<file path="config.mk">
export PLATFORM = sky130hd
export DESIGN_NAME = bcd_count_ctrl
export DESIGN_NICKNAME = d
export VERILOG_FILES = /design/src/rtl/bcd_ctrl_pkg.sv /design/src/rtl/bcd_digit.sv /design/src/rtl/bcd_count_ctrl.sv
export SDC_FILE = /design/constraint.sdc
export NUM_CORES = 1
export LEC_CHECK = 0
export CORE_UTILIZATION = 40
export CTS_CLUSTER_SIZE = 28
export DETAILED_ROUTE_END_ITERATION = 10
export DONT_BUFFER_PORTS = 1
export GPL_TIMING_DRIVEN = 1
export PLACE_DENSITY = 0.64
export SYNTH_ARGS = -nofsm -noshare
export SYNTH_HDL_FRONTEND = slang
export SYNTH_SLANG_ARGS = --single-unit
export TNS_END_PERCENT = 10
</file>
<file path="constraint.sdc">
create_clock -name clk -period 2.65 [get_ports clk]
set_clock_uncertainty 0.2 [all_clocks]
set_input_delay 0.265 -clock clk [delete_from_list [all_inputs] [get_ports clk]]
set_output_delay 0.265 -clock clk [all_outputs]
set_load 0.005 [all_outputs]
</file>
<file path="src/rtl/bcd_ctrl_pkg.sv">
// Shared opcodes, FSM encoding and BCD helpers for the BCD counter controller.
package bcd_ctrl_pkg;

  localparam logic [1:0] OP_CLEAR = 2'b00;
  localparam logic [1:0] OP_LOAD  = 2'b01;
  localparam logic [1:0] OP_COUNT = 2'b10;
  localparam logic [1:0] OP_RSVD  = 2'b11;

  localparam logic [3:0] BCD_MAX = 4'd9;

  typedef enum logic [1:0] {
    ST_IDLE = 2'd0,
    ST_RUN  = 2'd1,
    ST_DONE = 2'd2
  } state_e;

  // Out-of-range load digits saturate to 9.
  function automatic logic [3:0] bcd_clamp(input logic [3:0] d);
    return (d > BCD_MAX) ? BCD_MAX : d;
  endfunction

endpackage

</file>
<file path="src/rtl/bcd_digit.sv">
// One BCD digit (0-9) of the cascaded counter chain; load takes priority over step.
module bcd_digit
  import bcd_ctrl_pkg::*;
(
  input  logic       clk,
  input  logic       rst,
  input  logic       load,
  input  logic [3:0] load_val,
  input  logic       step,
  input  logic       dir,
  output logic [3:0] q,
  output logic       term
);

  logic [3:0] q_q, q_d;

  // Next digit value: load, or step up/down with 9<->0 rollover.
  always_comb begin
    q_d = q_q;
    if (load) begin
      q_d = load_val;
    end else if (step) begin
      if (dir) begin
        q_d = (q_q == BCD_MAX) ? 4'd0 : q_q + 4'd1;
      end else begin
        q_d = (q_q == 4'd0) ? BCD_MAX : q_q - 4'd1;
      end
    end
  end

  // Digit register.
  always_ff @(posedge clk or negedge rst) begin
    if (!rst) begin
      q_q <= 4'd0;
    end else begin
      q_q <= q_d;
    end
  end

  assign q    = q_q;
  // Terminal value: the next digit up the chain steps when this one rolls over.
  assign term = dir ? (q_q == BCD_MAX) : (q_q == 4'd0);

endmodule

</file>
<file path="src/rtl/bcd_count_ctrl.sv">
// Command sequencer for a cascaded BCD up/down counter: CLEAR/LOAD/COUNT over valid/ready.
module bcd_count_ctrl
  import bcd_ctrl_pkg::*;
#(
  parameter int unsigned DIGITS = 2,
  parameter int unsigned STEP_W = 8
) (
  input  logic                  clk,
  input  logic                  rst,
  input  logic                  cmd_valid,
  output logic                  cmd_ready,
  input  logic [1:0]            cmd_op,
  input  logic                  cmd_dir,
  input  logic [STEP_W-1:0]     cmd_steps,
  input  logic [4*DIGITS-1:0]   cmd_data,
  input  logic                  hold,
  output logic [4*DIGITS-1:0]   count,
  output logic                  busy,
  output logic                  done,
  output logic                  wrap,
  output logic                  load_err
);

  state_e              state_q, state_d;
  logic [STEP_W-1:0]   rem_q, rem_d;
  logic                dir_q, dir_d;
  logic                wrap_q, wrap_d;
  logic                load_err_q, load_err_d;

  logic                accept;
  logic                step_en;
  logic                dig_load;
  logic [DIGITS-1:0]   term;
  logic [DIGITS-1:0]   bad_digit;
  logic [DIGITS:0]     carry;
  logic [3:0]          load_val [DIGITS];
  logic [3:0]          digit_q  [DIGITS];

  assign accept   = cmd_valid && cmd_ready;
  assign step_en  = (state_q == ST_RUN) && !hold;
  assign dig_load = accept && ((cmd_op == OP_CLEAR) || (cmd_op == OP_LOAD));
  assign carry[0] = step_en;

  for (genvar k = 0; k < DIGITS; k++) begin : g_digit
    assign bad_digit[k] = cmd_data[4*k +: 4] > BCD_MAX;
    assign load_val[k]  = (cmd_op == OP_LOAD) ? bcd_clamp(cmd_data[4*k +: 4]) : 4'd0;
    // Digit k steps only when every lower digit sits at its terminal value.
    assign carry[k+1]   = carry[k] && term[k];
    assign count[4*k +: 4] = digit_q[k];

    bcd_digit u_digit (
      .clk      (clk),
      .rst      (rst),
      .load     (dig_load),
      .load_val (load_val[k]),
      .step     (carry[k]),
      .dir      (dir_q),
      .q        (digit_q[k]),
      .term     (term[k])
    );
  end

  // Next-state: command decode, step countdown and sticky flag updates.
  always_comb begin
    state_d    = state_q;
    rem_d      = rem_q;
    dir_d      = dir_q;
    wrap_d     = wrap_q;
    load_err_d = load_err_q;
    case (state_q)
      ST_IDLE: begin
        if (accept) begin
          wrap_d     = 1'b0;
          load_err_d = 1'b0;
          state_d    = ST_DONE;
          case (cmd_op)
            OP_LOAD:  load_err_d = |bad_digit;
            OP_COUNT: begin
              if (cmd_steps != '0) begin
                rem_d   = cmd_steps;
                dir_d   = cmd_dir;
                state_d = ST_RUN;
              end
            end
            default:  ;
          endcase
        end
      end
      ST_RUN: begin
        if (!hold) begin
          rem_d = rem_q - 1'b1;
          // Carry out of the top digit means the whole chain rolled over.
          if (carry[DIGITS]) begin
            wrap_d = 1'b1;
          end
          if (rem_q == STEP_W'(1)) begin
            state_d = ST_DONE;
          end
        end
      end
      ST_DONE: state_d = ST_IDLE;
      default: state_d = ST_IDLE;
    endcase
  end

  // Control state registers.
  always_ff @(posedge clk or negedge rst) begin
    if (!rst) begin
      state_q    <= ST_IDLE;
      rem_q      <= '0;
      dir_q      <= 1'b0;
      wrap_q     <= 1'b0;
      load_err_q <= 1'b0;
    end else begin
      state_q    <= state_d;
      rem_q      <= rem_d;
      dir_q      <= dir_d;
      wrap_q     <= wrap_d;
      load_err_q <= load_err_d;
    end
  end

  assign cmd_ready = (state_q == ST_IDLE);
  assign busy      = !cmd_ready;
  assign done      = (state_q == ST_DONE);
  assign wrap      = wrap_q;
  assign load_err  = load_err_q;

endmodule

</file>
# Yosys cells after proc, flatten, opt, wreduce, memory -nomap -nowiden
# Index checks and enable logic that the tools add are counted.
[word_totals]
ff_bits = 21
[op_classes]
n_addsub = 5
order_cmp = 2
n_eq_ne = 13
n_mux = 32
n_reduce_logical = 22
[ops]
columns = ["operator", "count"]
rows = [
  ["two-way mux 4 bit", 14],
  ["two-way mux 8 bit", 4],
  ["case mux 8 bit (2 select lines)", 1],
  ["two-way mux 2 bit", 5],
  ["adder 4 x 1 -> 4 bit, second input constant", 2],
  ["== test 4 bit, second input constant", 2],
  ["== test 8 x 1 -> 1 bit, second input constant", 1],
  ["> comparator 4 bit, second input constant", 2],
  ["zero test 4 bit", 2],
  ["!= test 2 x 1 -> 1 bit, second input constant", 4],
  ["AND reduction 4 bit", 2],
  ["nonzero test 8 bit", 1],
  ["subtractor 4 x 1 -> 4 bit, second input constant", 2],
  ["subtractor 8 x 1 -> 8 bit, second input constant", 1],
  ["two-way mux 1 bit", 6],
  ["nonzero test 2 bit", 3],
  ["logical AND 1 bit", 5],
  ["AND reduction 5 bit", 1],
  ["== test 2 x 1 -> 1 bit, second input constant", 2],
  ["== test 2 bit, second input constant", 2],
  ["zero test 2 bit", 2],
  ["!= test 2 bit, second input constant", 2],
  ["case mux 2 bit (2 select lines)", 1],
  ["AND reduction 3 bit", 1],
  ["5 further kinds", 6],
]

# Depth between registers and ports, before layout
[logic_depth]
word_depth = 7
depth_mapped = 6
mapped_depth_nobuf = 5

# Cells and area by module
# From an unflattened synthesis, not the netlist that was laid out.
[hier_totals]
hier_cells = 196
hier_area_um2 = 1657.8
[by_module_without_submodules]
columns = ["module", "instances", "cells_per_inst", "area_each_um2"]
rows = [
  ["bcd_count_ctrl", 1, 106, 909.6],
  ["bcd_digit", 2, 45, 374.1],
]

# Worst setup path after synthesis
# No wires, ideal clock.
[synth_timing]
kind = "register to register"
start = "register state_q[1]"
end = "register g_digit[1].u_digit.q_q[3]"
arrival_ns = 1.794
t_required_ns = 2.329
path_slack_ns = 0.535
stages_incl_launch_ff = 7
path_buffers = 2
synth_period_minus_slack_ns = 2.115
cell_sequence = "dfrtp_1 -> buf_6 -> or3b_1 -> buf_6 -> a2111oi_4 -> and4_2 -> o21ai_1"
[synth_via]
elab_chain_len = 4
[synth_rtl]
columns = ["item", "line", "text"]
rows = [
  ["start: declaration", "bcd_count_ctrl.sv:24", "state_e state_q, state_d;"],
  ["start signal: assignment", "bcd_count_ctrl.sv:115", "state_q <= state_d;"],
  ["== test 2 x 1 -> 1 bit / zero test 2 bit (equally long branches)", "bcd_count_ctrl.sv:40, bcd_count_ctrl.sv:123", ""],
  ["logical AND 1 bit (on tied branches)", "bcd_count_ctrl.sv:40, bcd_count_ctrl.sv:39", ""],
  ["logical AND 1 bit (on tied branches)", "bcd_count_ctrl.sv:48, bcd_count_ctrl.sv:41", ""],
  ["nonzero test 2 bit (no line) / two-way mux 4 bit (equally long branches)", "n/a", ""],
  ["end signal: assignment", "bcd_digit.sv:36", "q_q <= q_d;"],
  ["end: declaration", "bcd_digit.sv:15", "logic [3:0] q_q, q_d;"],
]
# Parallel ways exist; a longest one is shown, timed or not.
# A chain may end at the register's enable or synchronous reset.

# Worst setup path after layout
# Same ends and word-level chain as after synthesis.

==> qor.csv <==
stage,metric,value,unit
synth,Yosys top cell by area,dfrtp_1,
floorplan,core area,3720,um2
hold_path,Hold Crit Class,primary input to flop,
global_route,largest net degree at the start of global routing,23,
sta,Final period util,90.3,%
global_route,initial antenna violation count,0,
sta,Fin. Hold Viols,0,
setup_path,r2r startpoint,state_q[1],
finish,Nets,211,
power,Gate power share,48.6,%
detailed_routing,initial drt markers,153,
clocking,H-tree depth,1,
synth,Synth Net Count,209,
place,Final Wtd Congestion,0.866,
synth,main flop type after synthesis,dfrtp_1,
synth,Synth Cell Area,1580,um2
floorplan,Die Ht,64.9,um
synth,register area share after synthesis,33.2,%
detailed_routing,Routed wire per std cell,16.6,um
finish,"commonest cells after routing, fill and taps aside","dfrtp_1 (21), o21ai_0 (13), nor2_1 (12)",
floorplan,Die Footprint,4210,um2
synth,Ys Warns,0,
floorplan,IO Pins,36,
detailed_routing,post-route ant nets,0,
synth,Yosys top cell area share,33.2,%
detailed_routing,final WL,3.87,mm
clocking,clk buf depth,2,
run,number of max-cap violations,0,
clocking,CTS Sinks,21,
sta,crit path time final,2.39,ns
synth,post-synth cell types,53,
detailed_routing,First-pass DRT Iterations,4,
sta,final setup vio count,0,
power,Leak Pwr,0.671,nW
synth,Avg Inst Size Synth,8.60,um2
synth,number of synthesized flops with an enable pin,0,
finish,register area,526,um2
global_route,GRT Util Overall,20.4,%
setup_path,CP endpoint kind,flop,
finish,layout cells sized above 1,10.8,%
place,HPWL after detailed placement,2.75,mm
run_status,status,completed,
sta,TNS Setup,0,ns
clocking,TritonCTS clock tree,built,
global_route,vias in the first global route,1393,
setup_path,Critical Path Source,state_q[1],
sta,unrepaired setup endpoints after global routing,no,
setup_path,Critical Path RT,2.63,ns
synth,Gate Count Post-Synth,184,
floorplan,Die Wd,64.9,um
sta,Final Max Tran Viols,0,
sta,Final WS setup,0.257,ns
finish,diode count,0,
hold_path,hold path depth,2,
clocking,clock buffer count from CTS,3,
sta,f_max,418,MHz
clocking,clock-pin slew on the worst setup and hold paths,0.08,ns
power,total power,0.00180,W
detailed_routing,DR vias,1458,
finish,fill count,366,
synth,Post-synth ARST share,100,%
setup_path,"setup slack, reg-to-reg",0.26,ns
synth,top post-synthesis cells by area,"dfrtp_1 (33%), o21ai_0 (4.1%), o2bb2ai_1 (3.9%), nor2_1 (3.1%), a21oi_1 (2.8%)",
clocking,Post-CTS Setup Bufs,0,
synth,Synth Register Bits,21,
power,share of power burned in registers,39.6,%
place,# port buffers,0,
global_route,GRT overflow,0,
sta,Hold Slack,0.00376,ns
setup_path,CP max FO,10,
hold_path,min-delay src,cmd_data[1],
detailed_routing,vias per cell,6.26,
power,Power Density,1040,nW/um2
setup_path,critical path class,flop to flop,
power,Net Sw Frac,46.1,%
power,Cell Int Power,0.000971,W
detailed_routing,Residual DRC,0,
finish,area of the multi-input gates,961,um2
global_route,first-pass GRT wire length,6.62,mm
finish,"most common cell after layout, fill and taps aside",dfrtp_1,
setup_path,worst reg2reg path depth,5,
clocking,root buffer cell,clkbuf_8,
power,Clk pwr share,11.8,%
floorplan,initial core utilization,42.6,%
finish,Layout area overhead,9.25,%
floorplan,Row Count,22,
sta,worst rel slew slack,34.0,%
clocking,Clock Latency Late Sink,0.26,ns
setup_path,Worst Path Arrival,2.37,ns
place,Post-Place Setup Slack,0.390,ns
power,VDD IR-drop max,0.320,mV
setup_path,Setup crit start kind,flop,
finish,Layout Utilization,46.5,%
power,P_sw,0.000829,W
sta,Worst Tran Pin Value,0.986,ns
-- layer usage --
layer  share of wire (%)  wire length (um)  track usage [%]  vias up
met5                   0                 0                0        -
met4                 1.0                40             7.50        0
met3                  11               429             6.16        4
met2                  44              1720             29.2       67
met1                  43              1680             28.6      698
li1                    -                 -                -      689
-- metrics by stage --
step	instance area, um2	std cells
2_1_floorplan	1580	184
3_3_place_gp	1600	221
3_5_place_dp	1600	221
4_1_cts	1730	233
5_1_grt	1730	233
6_report	1730	233
-- area by class of cell --
class                      instances  share of cell area [%]
timing repair buffer              13                    6.80
inverter                           5                    1.09
clock buffer                       3                    2.39
tap                               48                    3.47
clock inverter                     1                   0.289
multi-input combinational        142                    55.6
sequential                        21                    30.4
-- power by group through the flow --
| stage | combinational, W | clock [W] | sequential (W) |
|---|---|---|---|
| floorplan | 0.000847 | 0 | 0.000557 |
| global placement | 0.000838 | 0 | 0.000700 |
| detailed placement | 0.000851 | 0 | 0.000713 |
| CTS | 0.000872 | 0.000220 | 0.000705 |
| global route | 0.000998 | 0.000238 | 0.000748 |
| finish | 0.000874 | 0.000213 | 0.000713 |
-- registers in the layout (all words and copies together) (netlist names) --
name               flops
g_digit.u_digit.q      8
load_err               1
wrap                   1
dir_q                  1
rem_q                  8
state_q                2
-- final timing paths --
check                                          endpoint
max in group asynchronous       g_digit[0].u_digit.q[0]
min in group asynchronous                      rem_q[7]
worst min register to register                 rem_q[7]
worst max-delay path            g_digit[1].u_digit.q[3]
worst max register to register  g_digit[1].u_digit.q[3]
worst min-delay path            g_digit[0].u_digit.q[1]
-- synth_stat cells (all sizes together), types with 3 or more instances --
cell / count
o2bb2ai: 7
o211ai: 5
nor2b: 7
nand2: 7
o21ai: 15
nor3b: 5
o22ai: 6
nor2: 14
nand2b: 3
a21oi: 9
dfrtp: 21
xnor2: 4
or3: 3
a31oi: 3
nor4: 3
buf: 5
nor3: 8
nand3: 6
clkbuf: 11
a22oi: 5
inv: 5
-- critical path: stages, from the launching register on --
cell and delay, ns:
dfrtp_1 0.47, or3b_2 0.55, nor2_2 0.33, nand3_1 0.12, dlygate4sd3_1 0.57, o21ai_1 0.08
-- cell families (layout without fill, tap and decap cells) --
logic type / Yosys count / in the layout / share of synthesized area [%]
buffers and inverters: 21 / 22 / 6.24
multiplexers: 3 / 3 / 1.98
XOR/XNOR: 6 / 6 / 3.32
flip-flops: 21 / 21 / 33.2
AO/OA/AOI/OAI: 64 / 64 / 29.3
adder cells (fa/ha/maj): 2 / 2 / 1.58
AND/OR/NAND/NOR: 67 / 67 / 24.3
-- repair_timing --
action / CTS / global route
resized for setup: 0 / 1
hold buffers: 8 / 0
endpoints found under the hold margin: 28 / 0
setup endpoints to repair: 0 / 1
Note: power is estimated with default switching activity, not from simulation.
